[src/rtl/edid_pkg.sv]
// Shared types and byte offsets for the EDID base-block parser.
package edid_pkg;

    typedef enum logic [1:0] {
        ST_IDLE   = 2'd0,
        ST_HEADER = 2'd1,
        ST_BODY   = 2'd2,
        ST_DONE   = 2'd3
    } edid_state_t;

    localparam int unsigned BLOCK_BYTES = 128;
    localparam int unsigned DTD_OFFSET  = 54;

    // Fixed 8-byte EDID header, byte 0 in the most significant position.
    localparam logic [63:0] HEADER_PAT = 64'h00FF_FFFF_FFFF_FF00;

    localparam int unsigned OFF_MFG       = 8;
    localparam int unsigned OFF_PROD      = 10;
    localparam int unsigned OFF_VER       = 18;
    localparam int unsigned OFF_REV       = 19;
    localparam int unsigned OFF_PIXCLK_LO = DTD_OFFSET;
    localparam int unsigned OFF_PIXCLK_HI = DTD_OFFSET + 1;
    localparam int unsigned OFF_HACT_LO   = 56;
    localparam int unsigned OFF_HACT_HI   = 58;
    localparam int unsigned OFF_VACT_LO   = 59;
    localparam int unsigned OFF_VACT_HI   = 61;
    localparam int unsigned OFF_EXT       = 126;
    localparam int unsigned OFF_CHECKSUM  = 127;

    localparam logic [6:0] LAST_HDR_IDX = 7'd7;
    localparam logic [6:0] LAST_IDX     = 7'(BLOCK_BYTES - 1);

endpackage

[src/rtl/edid_byte_capture.sv]
// Latches one EDID byte when the accepted index matches IDX.
module edid_byte_capture #(
    parameter int unsigned IDX = 0
) (
    input  logic       clk,
    input  logic       rst_n,
    input  logic       clr,
    input  logic       strobe,
    input  logic [6:0] index,
    input  logic [7:0] data,
    output logic [7:0] q
);

    // Clear on start, otherwise capture the matching accepted byte.
    always_ff @(posedge clk or negedge rst_n) begin
        if (!rst_n) begin
            q <= 8'h00;
        end else if (clr) begin
            q <= 8'h00;
        end else if (strobe && (index == 7'(IDX))) begin
            q <= data;
        end
    end

endmodule

[src/rtl/edid_block_parser.sv]
// EDID base-block parser: header check, mod-256 checksum, field capture.
//
// state     | meaning
// ----------+---------------------------------------------------------
// ST_IDLE   | waiting for start, no bytes accepted
// ST_HEADER | accepting bytes 0-7, comparing against the fixed header
// ST_BODY   | accepting bytes 8-127, accumulating the checksum
// ST_DONE   | block complete, results held until start
module edid_block_parser
    import edid_pkg::*;
(
    input  logic        clk,
    input  logic        rst_n,
    input  logic        start,
    input  logic [7:0]  byte_data,
    input  logic        byte_valid,
    output logic        byte_ready,
    output logic        done,
    output logic        header_ok,
    output logic        checksum_ok,
    output logic [15:0] mfg_id,
    output logic [15:0] product_code,
    output logic [7:0]  edid_ver,
    output logic [7:0]  edid_rev,
    output logic [15:0] pixclk_10khz,
    output logic [11:0] h_active,
    output logic [11:0] v_active,
    output logic [7:0]  ext_count,
    output logic [6:0]  byte_index
);

    localparam int unsigned CAP_N = 13;
    localparam int unsigned CAP_IDX [CAP_N] = '{
        OFF_MFG, OFF_MFG + 1, OFF_PROD, OFF_PROD + 1, OFF_VER, OFF_REV,
        OFF_PIXCLK_LO, OFF_PIXCLK_HI, OFF_HACT_LO, OFF_HACT_HI,
        OFF_VACT_LO, OFF_VACT_HI, OFF_EXT
    };

    edid_state_t state;
    logic [7:0]  acc;
    logic [7:0]  acc_next;
    logic [7:0]  hdr_byte;
    logic        hdr_match;
    logic        accept;
    logic [7:0]  cap [CAP_N];

    // A start in the same cycle drops the byte so the new block begins clean.
    always_comb begin
        accept   = byte_valid && byte_ready && !start;
        acc_next = acc + byte_data;
        hdr_byte = HEADER_PAT[{3'd7 - byte_index[2:0], 3'b000} +: 8];
    end

    // Sequencing, checksum accumulation and header comparison.
    always_ff @(posedge clk or negedge rst_n) begin
        if (!rst_n) begin
            state       <= ST_IDLE;
            byte_ready  <= 1'b0;
            done        <= 1'b0;
            header_ok   <= 1'b0;
            checksum_ok <= 1'b0;
            byte_index  <= 7'd0;
            acc         <= 8'h00;
            hdr_match   <= 1'b1;
        end else if (start) begin
            state       <= ST_HEADER;
            byte_ready  <= 1'b1;
            done        <= 1'b0;
            header_ok   <= 1'b0;
            checksum_ok <= 1'b0;
            byte_index  <= 7'd0;
            acc         <= 8'h00;
            hdr_match   <= 1'b1;
        end else begin
            case (state)
                ST_HEADER: begin
                    if (accept) begin
                        byte_index <= byte_index + 7'd1;
                        acc        <= acc_next;
                        if (byte_data != hdr_byte) begin
                            hdr_match <= 1'b0;
                        end
                        if (byte_index == LAST_HDR_IDX) begin
                            state <= ST_BODY;
                        end
                    end
                end
                ST_BODY: begin
                    if (accept) begin
                        byte_index <= byte_index + 7'd1;
                        acc        <= acc_next;
                        if (byte_index == LAST_IDX) begin
                            state       <= ST_DONE;
                            byte_ready  <= 1'b0;
                            done        <= 1'b1;
                            header_ok   <= hdr_match;
                            checksum_ok <= (acc_next == 8'h00);
                        end
                    end
                end
                default: begin
                end
            endcase
        end
    end

    for (genvar g = 0; g < CAP_N; g++) begin : g_cap
        edid_byte_capture #(
            .IDX(CAP_IDX[g])
        ) u_cap (
            .clk   (clk),
            .rst_n (rst_n),
            .clr   (start),
            .strobe(accept),
            .index (byte_index),
            .data  (byte_data),
            .q     (cap[g])
        );
    end

    // Only the upper nibble of bytes 58/61 is active size; the rest is blanking.
    always_comb begin
        mfg_id       = {cap[0], cap[1]};
        product_code = {cap[3], cap[2]};
        edid_ver     = cap[4];
        edid_rev     = cap[5];
        pixclk_10khz = {cap[7], cap[6]};
        h_active     = {cap[9][7:4], cap[8]};
        v_active     = {cap[11][7:4], cap[10]};
        ext_count    = cap[12];
    end

endmodule

[config.mk]
export PLATFORM = sky130hd
export DESIGN_NAME = edid_block_parser
export DESIGN_NICKNAME = d
export VERILOG_FILES = /design/src/rtl/edid_pkg.sv /design/src/rtl/edid_byte_capture.sv /design/src/rtl/edid_block_parser.sv
export SDC_FILE = /design/constraint.sdc
export NUM_CORES = 1
export LEC_CHECK = 0
export ABC_AREA = 1
export BUFFER_PORTS_ARGS = -buffer_cell sky130_fd_sc_hd__buf_2
export CORE_MARGIN = 2
export CORE_UTILIZATION = 48
export CTS_CLUSTER_DIAMETER = 80
export DETAILED_ROUTE_END_ITERATION = 16
export PLACE_DENSITY = 0.72
export SYNTH_ARGS = -nofsm -noshare
export SYNTH_HDL_FRONTEND = slang
export SYNTH_SLANG_ARGS = --single-unit
[constraint.sdc]
create_clock -name clk -period 2 [get_ports clk]
set_clock_uncertainty 0.2 [all_clocks]
set_input_delay 0 -clock clk [delete_from_list [all_inputs] [get_ports clk]]
set_output_delay 0 -clock clk [all_outputs]
set_load 0.03 [all_outputs]
==> out/metrics.cfg, run 1 <==
[run_status]
status = completed

[worst_setup_path]
crit_buf_inv = 0
required_ps = 2250
critical_path_arrival_ps = 2180
cpMaxStageDelayCell = dfrtp_1
cp_slowest_stage_delay_ps = 380
cp_top_family = adder cells
critPathMaxFanout = 3
crit_type = register to register
end_kind = register
start_kind = register
crit_chain = ha_2 > fa_2 > xor2_1 > nor2_1 > nand3_2 > nor2_2 > nand3_1 > nand2_1

[worst_hold_path]
holdCritPathClass = register to register

[synth]
ys.flop_type = dfrtp_1
ys_ff_latch = 118
synth_area_um2 = 5400
ys_seq_area_share_pct = 54.7
synth_compound_area_share_pct = 14.5
synthAdderAreaFrac_pct = 3.85
synth-xor-area-share_pct = 0.325
synth_top_family_by_area = simple AND/OR/NAND/NOR gates
yosysWarningCount = 0
postSynthCellCount = 565
syn_nets = 593
yosysTopAreaCellShare_pct = 54.2
synthTopCellsByArea = dfrtp_1 54%, nand2_1 10%, o21ai_2 5.2%, o21ai_1 3.8%, ha_1 3.5%
synthSimpleGateAreaFrac_pct = 20.3
synthMuxAreaShare_pct = 0
post_synth.cell_area_avg_um2 = 9.55
yosysTopAreaCell = dfrtp_1
yosys.cell_types.count = 39
async_flop_share_pct = 100
synth-edff-count = 0

[clocking]
numCtsBuffers = 17
numClockSinks = 118
ctsHtreeMaxLevel = 4
clock_path_buffers = 2
clock_latency_ps = 510
path_clk_slew_ps = 60
cts_root_buf = clkbuf_8
cts_tree = yes

[floorplan]
coreArea_um2 = 10900
die_y_um = 110
io_pins = 119
row_count = 38
start_util_pct = 49.6
dieWidth_um = 110
fp.dieArea_um2 = 12100

[timing]
hold_violations = 0
fmax_mhz = 519
fin_crit_ps = 1930
relSlewSlack_pct = 40.3
fin_crit_sh_pct = 96.4
timing.hold.ws_ps = 271
fin_ws_ps = 72.9
worst_pin_slew_ps = 893
finalSetupViolations = 0
final_max_slew_viol_count = 0

[cells_and_area]
diodes = 0
finish.utilization_pct = 64.1
finalNetCount = 746
area_delta_synth_final_pct = 29.4
drive_gt1_share_pct = 35.3
fillerInstances = 876

[pwr]
power.total_mw = 6.79
ir_drop_mv = 0.436
power.leakage_nw = 3.52
p_per_area_nw_per_um2 = 973

[global_route]
grt.busiest_layer = met2
gr-usage-met1_pct = 32.2
grtUsageTotal_pct = 24.2
grt_pass1_vias = 4331
antenna_found_initial = 0
grt_pass1_wl_mm = 21.8
met2_usage_pct = 38.3
met3_usage_pct = 6.00
grt_start_max_net_pins = 55
grt-ovfl-total = 0

[detailed_routing]
drc = 0
dr.pass1.iters = 5
vias = 4545
avgRoutedWirePerCell_um = 16.3
drtIter0Drc = 301
wl_mm = 14.2
ant_nets = 0
routed_via_density = 5.22

[place]
dp_slack_ps = -30.5
io_buffers = 118
dp_hpwl_mm = 9.38
gp_congestion = 0.894

[job]
cap_violations = 0

## state kept, by name, indices dropped and copies added, names as in the netlist
signal	cells
hdr_match	1
g_cap.u_cap.q	96
checksum_ok	1
byte_ready	1
byte_index	7
done	1
state	2
header_ok	1
acc	8
## where the power goes
group	leakage [nW]	internal [mW]	switching, mW
Clock	0.258	1.65	1.12
Combinational	1.73	0.412	0.916
Sequential	1.54	2.57	0.119
Total	3.52	4.64	2.16
## logic make-up (layout without fill, tap and decap cells)
kind of cell / Yosys count / after routing
fa+ha+maj: 16 / 16
flops: 118 / 118
simple gates: 239 / 239
xor+xnor: 2 / 2
buf+inv: 63 / 229
compound gates: 127 / 127
## layout by cell type, fill, tap and decap left out, types with 2 or more instances in the layout
cell / instances
clkbuf_16: 16
o21ai_0: 36
clkinv_4: 5
nor3_1: 8
a21oi_1: 12
nand2_1: 146
a31oi_1: 2
buf_12: 5
nor2_1: 20
dlygate4sd3_1: 14
nand4_1: 4
a22o_1: 2
inv_2: 3
clkinv_2: 3
nand3_2: 6
ha_2: 2
or2_2: 2
inv_1: 34
clkinvlp_4: 6
o21ai_1: 41
nand3_1: 20
dfrtp_1: 117
nor2_4: 11
nor3_2: 2
buf_4: 20
nor2_2: 5
buf_2: 117
ha_1: 13
o21ai_2: 32
nand2_2: 12
inv_6: 2
## tightest hold or removal path, delay by kind of cell, from the launching register on
kind	cells	cell delay, ps
AND/OR/NAND/NOR	2	110
flip-flops	1	330
## synthesized netlist by cell type (2+ instances only)
master and instances:
nor2_1 24, dfrtp_1 117, nor2_4 8, nand3_1 22
nand2_2 9, a22o_1 2, or2_2 2, o21ai_1 41
clkbuf_1 6, nand3_2 4, nor3_1 8, nor2_2 4
a21oi_1 12, inv_1 36, buf_2 3, buf_4 3
o21ai_2 32, a31oi_1 2, ha_1 15, nor3_2 2
buf_6 8, nand4_1 4, nand2_1 149, o21ai_0 36
inv_2 2
## per-stage QoR
step	cell area (µm²)	TNS [ps]	std cells
4_1_cts	6780	0	858
2_1_floorplan	5400	0	565
5_1_grt	6980	-17.8	871
6_report	6980	0	871
3_5_place_dp	6090	-96.3	812
3_3_place_gp	6090	0	812
## layout make-up
| class | instances | area [µm²] | area share, % |
|---|---|---|---|
| sequential | 118 | 2950 | 42.3 |
| inverter | 40 | 166 | 2.38 |
| multi-input combinational | 384 | 2160 | 30.9 |
| tap | 140 | 175 | 2.51 |
| clock inverter | 14 | 128 | 1.83 |
| timing repair buffer | 156 | 976 | 14.0 |
| clock buffer | 18 | 418 | 5.98 |
| timing repair inverter | 1 | 7.51 | 0.107 |
## worst paths after layout
kind,startpoint,slack (ps),cells past startpoint,to
setup reg to reg,acc[0]$_DFFE_PN0P_,70,8,checksum_ok$_DFFE_PN0P_
setup / recovery,acc[0]$_DFFE_PN0P_,70,8,checksum_ok$_DFFE_PN0P_
hold reg to reg,checksum_ok$_DFFE_PN0P_,270,2,checksum_ok$_DFFE_PN0P_
min in group asynchronous,rst_n,510,3,byte_ready$_DFFE_PN0P_
hold / removal,checksum_ok$_DFFE_PN0P_,270,2,checksum_ok$_DFFE_PN0P_
max in group asynchronous,rst_n,540,3,byte_index[0]$_DFFE_PN0P_
## per-layer routing
layer | part of all wire, % | vias up
li1 | - | 2175
met1 | 44 | 2195
met2 | 48 | 147
met3 | 5.6 | 28
met4 | 2.1 | 0
met5 | 0 | -
## timing repair
action                                 CTS  global route
pin swaps                                0             8
gates cloned                             0             1
buffers inserted                         0            12
gates resized for setup                  2            17
hold buffers                            14             0
setup endpoints to repair                8            43
endpoints found under the hold margin  198             0
No activity file was read; power rests on OpenSTA's default activity.
==> run 2, diff against run 1 <==
- HOLD_SLACK_MARGIN: default -> 0.05
- RECOVER_POWER: default -> 25
==> run 2 against run 1 <==
Net effect: flip-flop and latch count unchanged; largest cell class unchanged; highest routed layer unchanged; combinational power about the same; worst hold slack better by 2.2 ps; power shrank 0.16%; via count shrank 0.66%; sequential power about the same; global-route usage decreased by 0.076 points; clock power about the same; maximum frequency about the same; setup slack improved by 0.90 ps.
==> out/metrics.cfg, run 2 (synthesis gave the netlist of run 1 again) <==
[cells_and_area]
top_register = g_cap.u_cap.q
regArea_um2 = 2950  ; unchanged
drive_gt1_share_pct = 33.7  ; -1.6 points
final_common_cell = nand2_1
diodes = 0  ; unchanged
final_cell_mix = 146 x nand2_1, 117 x dfrtp_1, 105 x buf_2
multi_input_area_um2 = 2160  ; unchanged
reg_top3 = g_cap.u_cap.q: 96 flops, acc: 8 flops, byte_index: 7 flops
finalNetCount = 746  ; unchanged
area_delta_synth_final_pct = 28.8
fillerInstances = 888  ; +1.4%
largest_register_ffs = 96  ; unchanged

[global_route]
met2_usage_pct = 38.1  ; -0.18 points
met3_usage_pct = 6.00  ; unchanged
grt_pass1_wl_mm = 21.8  ; -0.19%
grtUsageTotal_pct = 24.2  ; -0.076 points
grt_pass1_vias = 4324  ; -0.16%
grt_start_max_net_pins = 55  ; unchanged
antenna_found_initial = 0  ; unchanged
grt.busiest_layer = met2
grt-ovfl-total = 0  ; unchanged
gr-usage-met1_pct = 32.2  ; -0.077 points

[clocking]
ctsHtreeMaxLevel = 4  ; unchanged
numCtsBuffers = 17  ; unchanged
path_clk_slew_ps = 60  ; about the same
cts_tree = yes
clock_latency_ps = 510  ; about the same
cts_root_buf = clkbuf_8
numClockSinks = 118  ; unchanged
clock_path_buffers = 2  ; unchanged

[detailed_routing]
vias = 4515  ; -0.66%
avgRoutedWirePerCell_um = 16.2  ; -0.42%
drc = 0  ; unchanged
wl_mm = 14.1  ; -0.42%
ant_nets = 0  ; unchanged
drtIter0Drc = 281  ; -6.6%
routed_via_density = 5.18  ; -0.66%
dr.pass1.iters = 6  ; +1

[place]
gp_congestion = 0.894  ; unchanged
dp_hpwl_mm = 9.38  ; unchanged
io_buffers = 118  ; unchanged
dp_slack_ps = -30.5  ; unchanged

[pwr]
p_per_area_nw_per_um2 = 975  ; +0.27%
power.total_mw = 6.78  ; -0.16%
power.leakage_nw = 3.47  ; -1.4%
ir_drop_mv = 0.436  ; about the same

[timing]
fmax_mhz = 519  ; about the same
timing.hold.ws_ps = 273  ; +2.17 ps
relSlewSlack_pct = 38.5  ; -1.7 points
hold_violations = 0  ; unchanged
fin_crit_ps = 1930  ; -0.899 ps
final_max_slew_viol_count = 0  ; unchanged
fin_ws_ps = 73.8  ; +0.899 ps
finalSetupTns_ps = 0  ; unchanged
worst_pin_slew_ps = 919  ; +26.1 ps
finalSetupViolations = 0  ; unchanged
fin_crit_sh_pct = 96.3  ; about the same

[job]
cap_violations = 0  ; unchanged

[floorplan]
fp.dieArea_um2 = 12100  ; unchanged
io_pins = 119  ; unchanged
dieWidth_um = 110  ; unchanged
coreArea_um2 = 10900  ; unchanged
row_count = 38  ; unchanged
die_y_um = 110  ; unchanged
start_util_pct = 49.6  ; unchanged

[worst_setup_path]
end_kind = register
start_kind = register
critical_path_arrival_ps = 2180  ; about the same
critPathMaxFanout = 3  ; unchanged
required_ps = 2250  ; about the same
crit_type = register to register

[run_status]
status = completed

[worst_hold_path]
holdCritPathClass = register to register

==> run 2: metrics by stage <==
| stage | cells | area, µm² | utilization (%) |
|---|---|---|---|
| after detailed placement | 812 | 6090 | 55.9 |
| after global placement | 812 | 6090 | 55.9 |
| final | 871 | 6950 | 63.9 |
| after CTS | 858 | 6780 | 62.3 |
| after floorplan | 565 | 5400 | - |
| after global routing | 871 | 6950 | 63.9 |
==> run 2: metal layers <==
layer  routed length, µm  vias up  part of all wire, %
met5                   0        -                    0
met4                 306        0                  2.2
met3                 806       28                  5.7
met2                6770      151                   48
met1                6220     2165                   44
li1                    -     2171                    -
==> run 2: final cells by class <==
class,instances,area share (%)
clock buffers,18,6.01
flip-flops and latches,118,42.5
repair inverters,1,0.108
well taps,140,2.52
repair buffers,156,13.6
multi-input cells,384,31.1
inverters,40,2.39
clock inverters,14,1.84
==> run 2: what timing repair did <==
item,in CTS,in global routing
cloned,0,1
hold buffers,14,0
resized for setup,2,17
hold endpoints to repair,212,0
pin swaps,0,8
buffers inserted,0,12
setup endpoints to repair,8,44
==> run 2: worst paths after layout <==
| path | start | slack, ps | depth (start not counted) | end |
|---|---|---|---|---|
| setup / recovery | acc[0]$_DFFE_PN0P_ | 70 | 8 | checksum_ok$_DFFE_PN0P_ |
| hold / removal | g_cap[3].u_cap.q[4]$_DFFE_PN0P_ | 270 | 2 | g_cap[3].u_cap.q[4]$_DFFE_PN0P_ |
| setup reg to reg | acc[0]$_DFFE_PN0P_ | 70 | 8 | checksum_ok$_DFFE_PN0P_ |
| hold reg to reg | g_cap[3].u_cap.q[4]$_DFFE_PN0P_ | 270 | 2 | g_cap[3].u_cap.q[4]$_DFFE_PN0P_ |
| max in group asynchronous | rst_n | 320 | 4 | g_cap[8].u_cap.q[4]$_DFFE_PN0P_ |
| min in group asynchronous | rst_n | 540 | 3 | byte_ready$_DFFE_PN0P_ |
==> run 2: power by group <==
part / internal [mW] / switching, mW / leakage, nW / total [mW]
registers: 2.57 / 0.119 / 1.54 / 2.69
clock network: 1.65 / 1.12 / 0.258 / 2.77
logic: 0.403 / 0.914 / 1.68 / 1.32
total: 4.63 / 2.16 / 3.47 / 6.78
==> run 2: worst max-delay path, cell delays in order (launching register included) <==
cell,delay [ps]
dfrtp_1,380
ha_2,200
fa_2,370
xor2_1,190
nor2_1,160
nand3_2,120
nor2_2,110
nand3_1,80
nand2_1,60
==> run 3, diff against run 2 <==
--- a/constraint.sdc
+++ b/constraint.sdc
@@ -4,2 +4,2 @@
 set_output_delay 0 -clock clk [all_outputs]
-set_load 0.03 [all_outputs]
+set_load 0.005 [all_outputs]
==> run 3 against run 2 <==
Net effect: flip-flop and latch count unchanged; power is 5.1% lower; non-clock buffer count stayed put; worst hold slack got worse by 1.8 ps; clock power barely moved; global-route usage stayed put; routed wire length grew 0.57%; register-to-register slack is essentially flat; cell count unchanged; count of clock-buffer cells in the layout did not move; largest cell class unchanged.
==> out/metrics.cfg, run 3 (synthesis gave the netlist of run 1 again) <==
[floorplan]
start_util_pct = 49.6  ; unchanged
fp.dieArea_um2 = 12100  ; unchanged
row_count = 38  ; unchanged
io_pins = 119  ; unchanged
die_y_um = 110  ; unchanged
coreArea_um2 = 10900  ; unchanged
dieWidth_um = 110  ; unchanged

[worst_hold_path]
min_to = checksum_ok$_DFFE_PN0P_
hold_depth = 2  ; unchanged
holdCritPathClass = register to register
hold_start = checksum_ok$_DFFE_PN0P_

[place]
gp_congestion = 0.894  ; unchanged
io_buffers = 118  ; unchanged
dp_slack_ps = -30.5  ; unchanged
placed_area_um2 = 6090  ; unchanged
dp_hpwl_mm = 9.38  ; unchanged

[timing]
finalSetupTns_ps = 0  ; unchanged
relSlewSlack_pct = 38.4  ; -0.16 points
finalSetupViolations = 0  ; unchanged
fmax_mhz = 523  ; +0.76%
final_max_slew_viol_count = 0  ; unchanged
fin_ws_ps = 88.3  ; +14.5 ps
hold_violations = 0  ; unchanged
worst_pin_slew_ps = 922  ; +2.40 ps
fin_crit_sh_pct = 95.6  ; -0.73 points
fin_crit_ps = 1910  ; -14.5 ps

[global_route]
grt_start_max_net_pins = 55  ; unchanged
grt_pass1_vias = 4324  ; unchanged
grt-ovfl-total = 0  ; unchanged
grtUsageTotal_pct = 24.2  ; unchanged
grt_pass1_wl_mm = 21.8  ; unchanged
antenna_found_initial = 0  ; unchanged

[run_status]
status = completed

[pwr]
p_per_area_nw_per_um2 = 932  ; -4.5%
ir_drop_mv = 0.408  ; -6.4%
power.leakage_nw = 3.31  ; -4.7%
power.total_mw = 6.44  ; -5.1%

[job]
cap_violations = 0  ; unchanged

[worst_setup_path]
critical_path_arrival_ps = 2160  ; -20 ps
required_ps = 2250  ; about the same
rr_endpoint = checksum_ok$_DFFE_PN0P_
cp-startpoint = acc[0]$_DFFE_PN0P_
end_kind = register
worst-r2r-cell-count = 8  ; unchanged
reg2reg_from = acc[0]$_DFFE_PN0P_
crit_type = register to register
r2r_slack_ps = 90  ; about the same
critPathMaxFanout = 3  ; unchanged
start_kind = register

[clocking]
cts_root_buf = clkbuf_8
numClockSinks = 118  ; unchanged
cts_tree = yes
ctsHtreeMaxLevel = 4  ; unchanged
path_clk_slew_ps = 60  ; about the same
clock_path_buffers = 2  ; unchanged
numCtsBuffers = 17  ; unchanged
clock_latency_ps = 510  ; about the same

[detailed_routing]
wl_mm = 14.2  ; +0.57%
dr_wl_met3_um = 806  ; unchanged
drc = 0  ; unchanged
wl_met1_mm = 6.29  ; +1.1%
dr_wl_met2_mm = 6.79  ; +0.31%
routed.top_layer = met4
ant_nets = 0  ; unchanged
avgRoutedWirePerCell_um = 16.3  ; +0.57%
vias = 4514  ; -0.022%
dr.pass1.iters = 5  ; -1
routed_via_density = 5.18  ; about the same
drtIter0Drc = 269  ; -4.3%

[cells_and_area]
postLayoutCellArea_um2 = 6910  ; -0.65%
finalNetCount = 746  ; unchanged
largest_register_ffs = 96  ; unchanged
final_cell_mix = 146 x nand2_1, 117 x dfrtp_1, 59 x buf_2
final_common_cell = nand2_1
top_register = g_cap.u_cap.q
drive_gt1_share_pct = 27.4  ; -6.3 points
area_delta_synth_final_pct = 28.0
reg_top3 = g_cap.u_cap.q: 96 flops, acc: 8 flops, byte_index: 7 flops
diodes = 0  ; unchanged

## run 3: cell count changes in the layout (fill, tap and decap cells not counted)
cell,change
clkbuf_4,-1
clkbuf_1,+44
buf_12,+1
buf_1,+2
buf_2,-46
## run 3: repair_timing
item	4_1_cts	5_1_grt
hold buffers	14	0
buffers inserted	0	12
gates resized for setup	2	17
setup endpoints to repair	8	44
endpoints found under the hold margin	212	0
pin swaps	0	8
cloned	0	1
## run 3: critical path, stage by stage (launching register included)
cell and delay [ps]:
dfrtp_1 380, ha_2 200, fa_2 370, xor2_1 190, nor2_1 160, nand3_2 110
nor2_2 110, nand3_1 80, nand2_1 60
## run 3: cell type report
type,instances,area [µm²]
clock buffers,18,418
well taps,140,175
multi-input cells,384,2160
repair buffers,156,901
clock inverters,14,128
repair inverters,1,7.51
inverters,40,166
fillers,918,3980
flip-flops and latches,118,2950
## run 3: worst max-delay path by stage
stage	slack, ps	cells after the start	endpoint
6_report	90	8	checksum_ok$_DFFE_PN0P_
5_1_grt	-9	9	g_cap[6].u_cap.q[1]$_DFFE_PN0P_
4_1_cts	7	11	checksum_ok$_DFFE_PN0P_
3_5_place_dp	-30	7	g_cap[4].u_cap.q[7]$_DFFE_PN0P_
3_3_place_gp	90	11	checksum_ok$_DFFE_PN0P_
2_1_floorplan	190	9	acc[6]$_DFFE_PN0P_
## run 3: metrics by stage
stage | util (%) | hold slack, ps | std cells
2_1_floorplan | - | -496 | 565
3_3_place_gp | 55.9 | -273 | 812
3_5_place_dp | 55.9 | -274 | 812
4_1_cts | 62.3 | 274 | 858
5_1_grt | 63.5 | 308 | 871
6_report | 63.5 | 272 | 871
## run 3: where the power goes
part	internal (mW)	switching, mW
logic	0.382	0.590
clock network	1.65	1.12
registers	2.57	0.122
total	4.61	1.83
## run 3: layer usage
metal	vias up	track usage, %
met5	-	0
met4	0	9.40
met3	26	6.00
met2	144	38.1
met1	2173	32.2
li1	2171	-
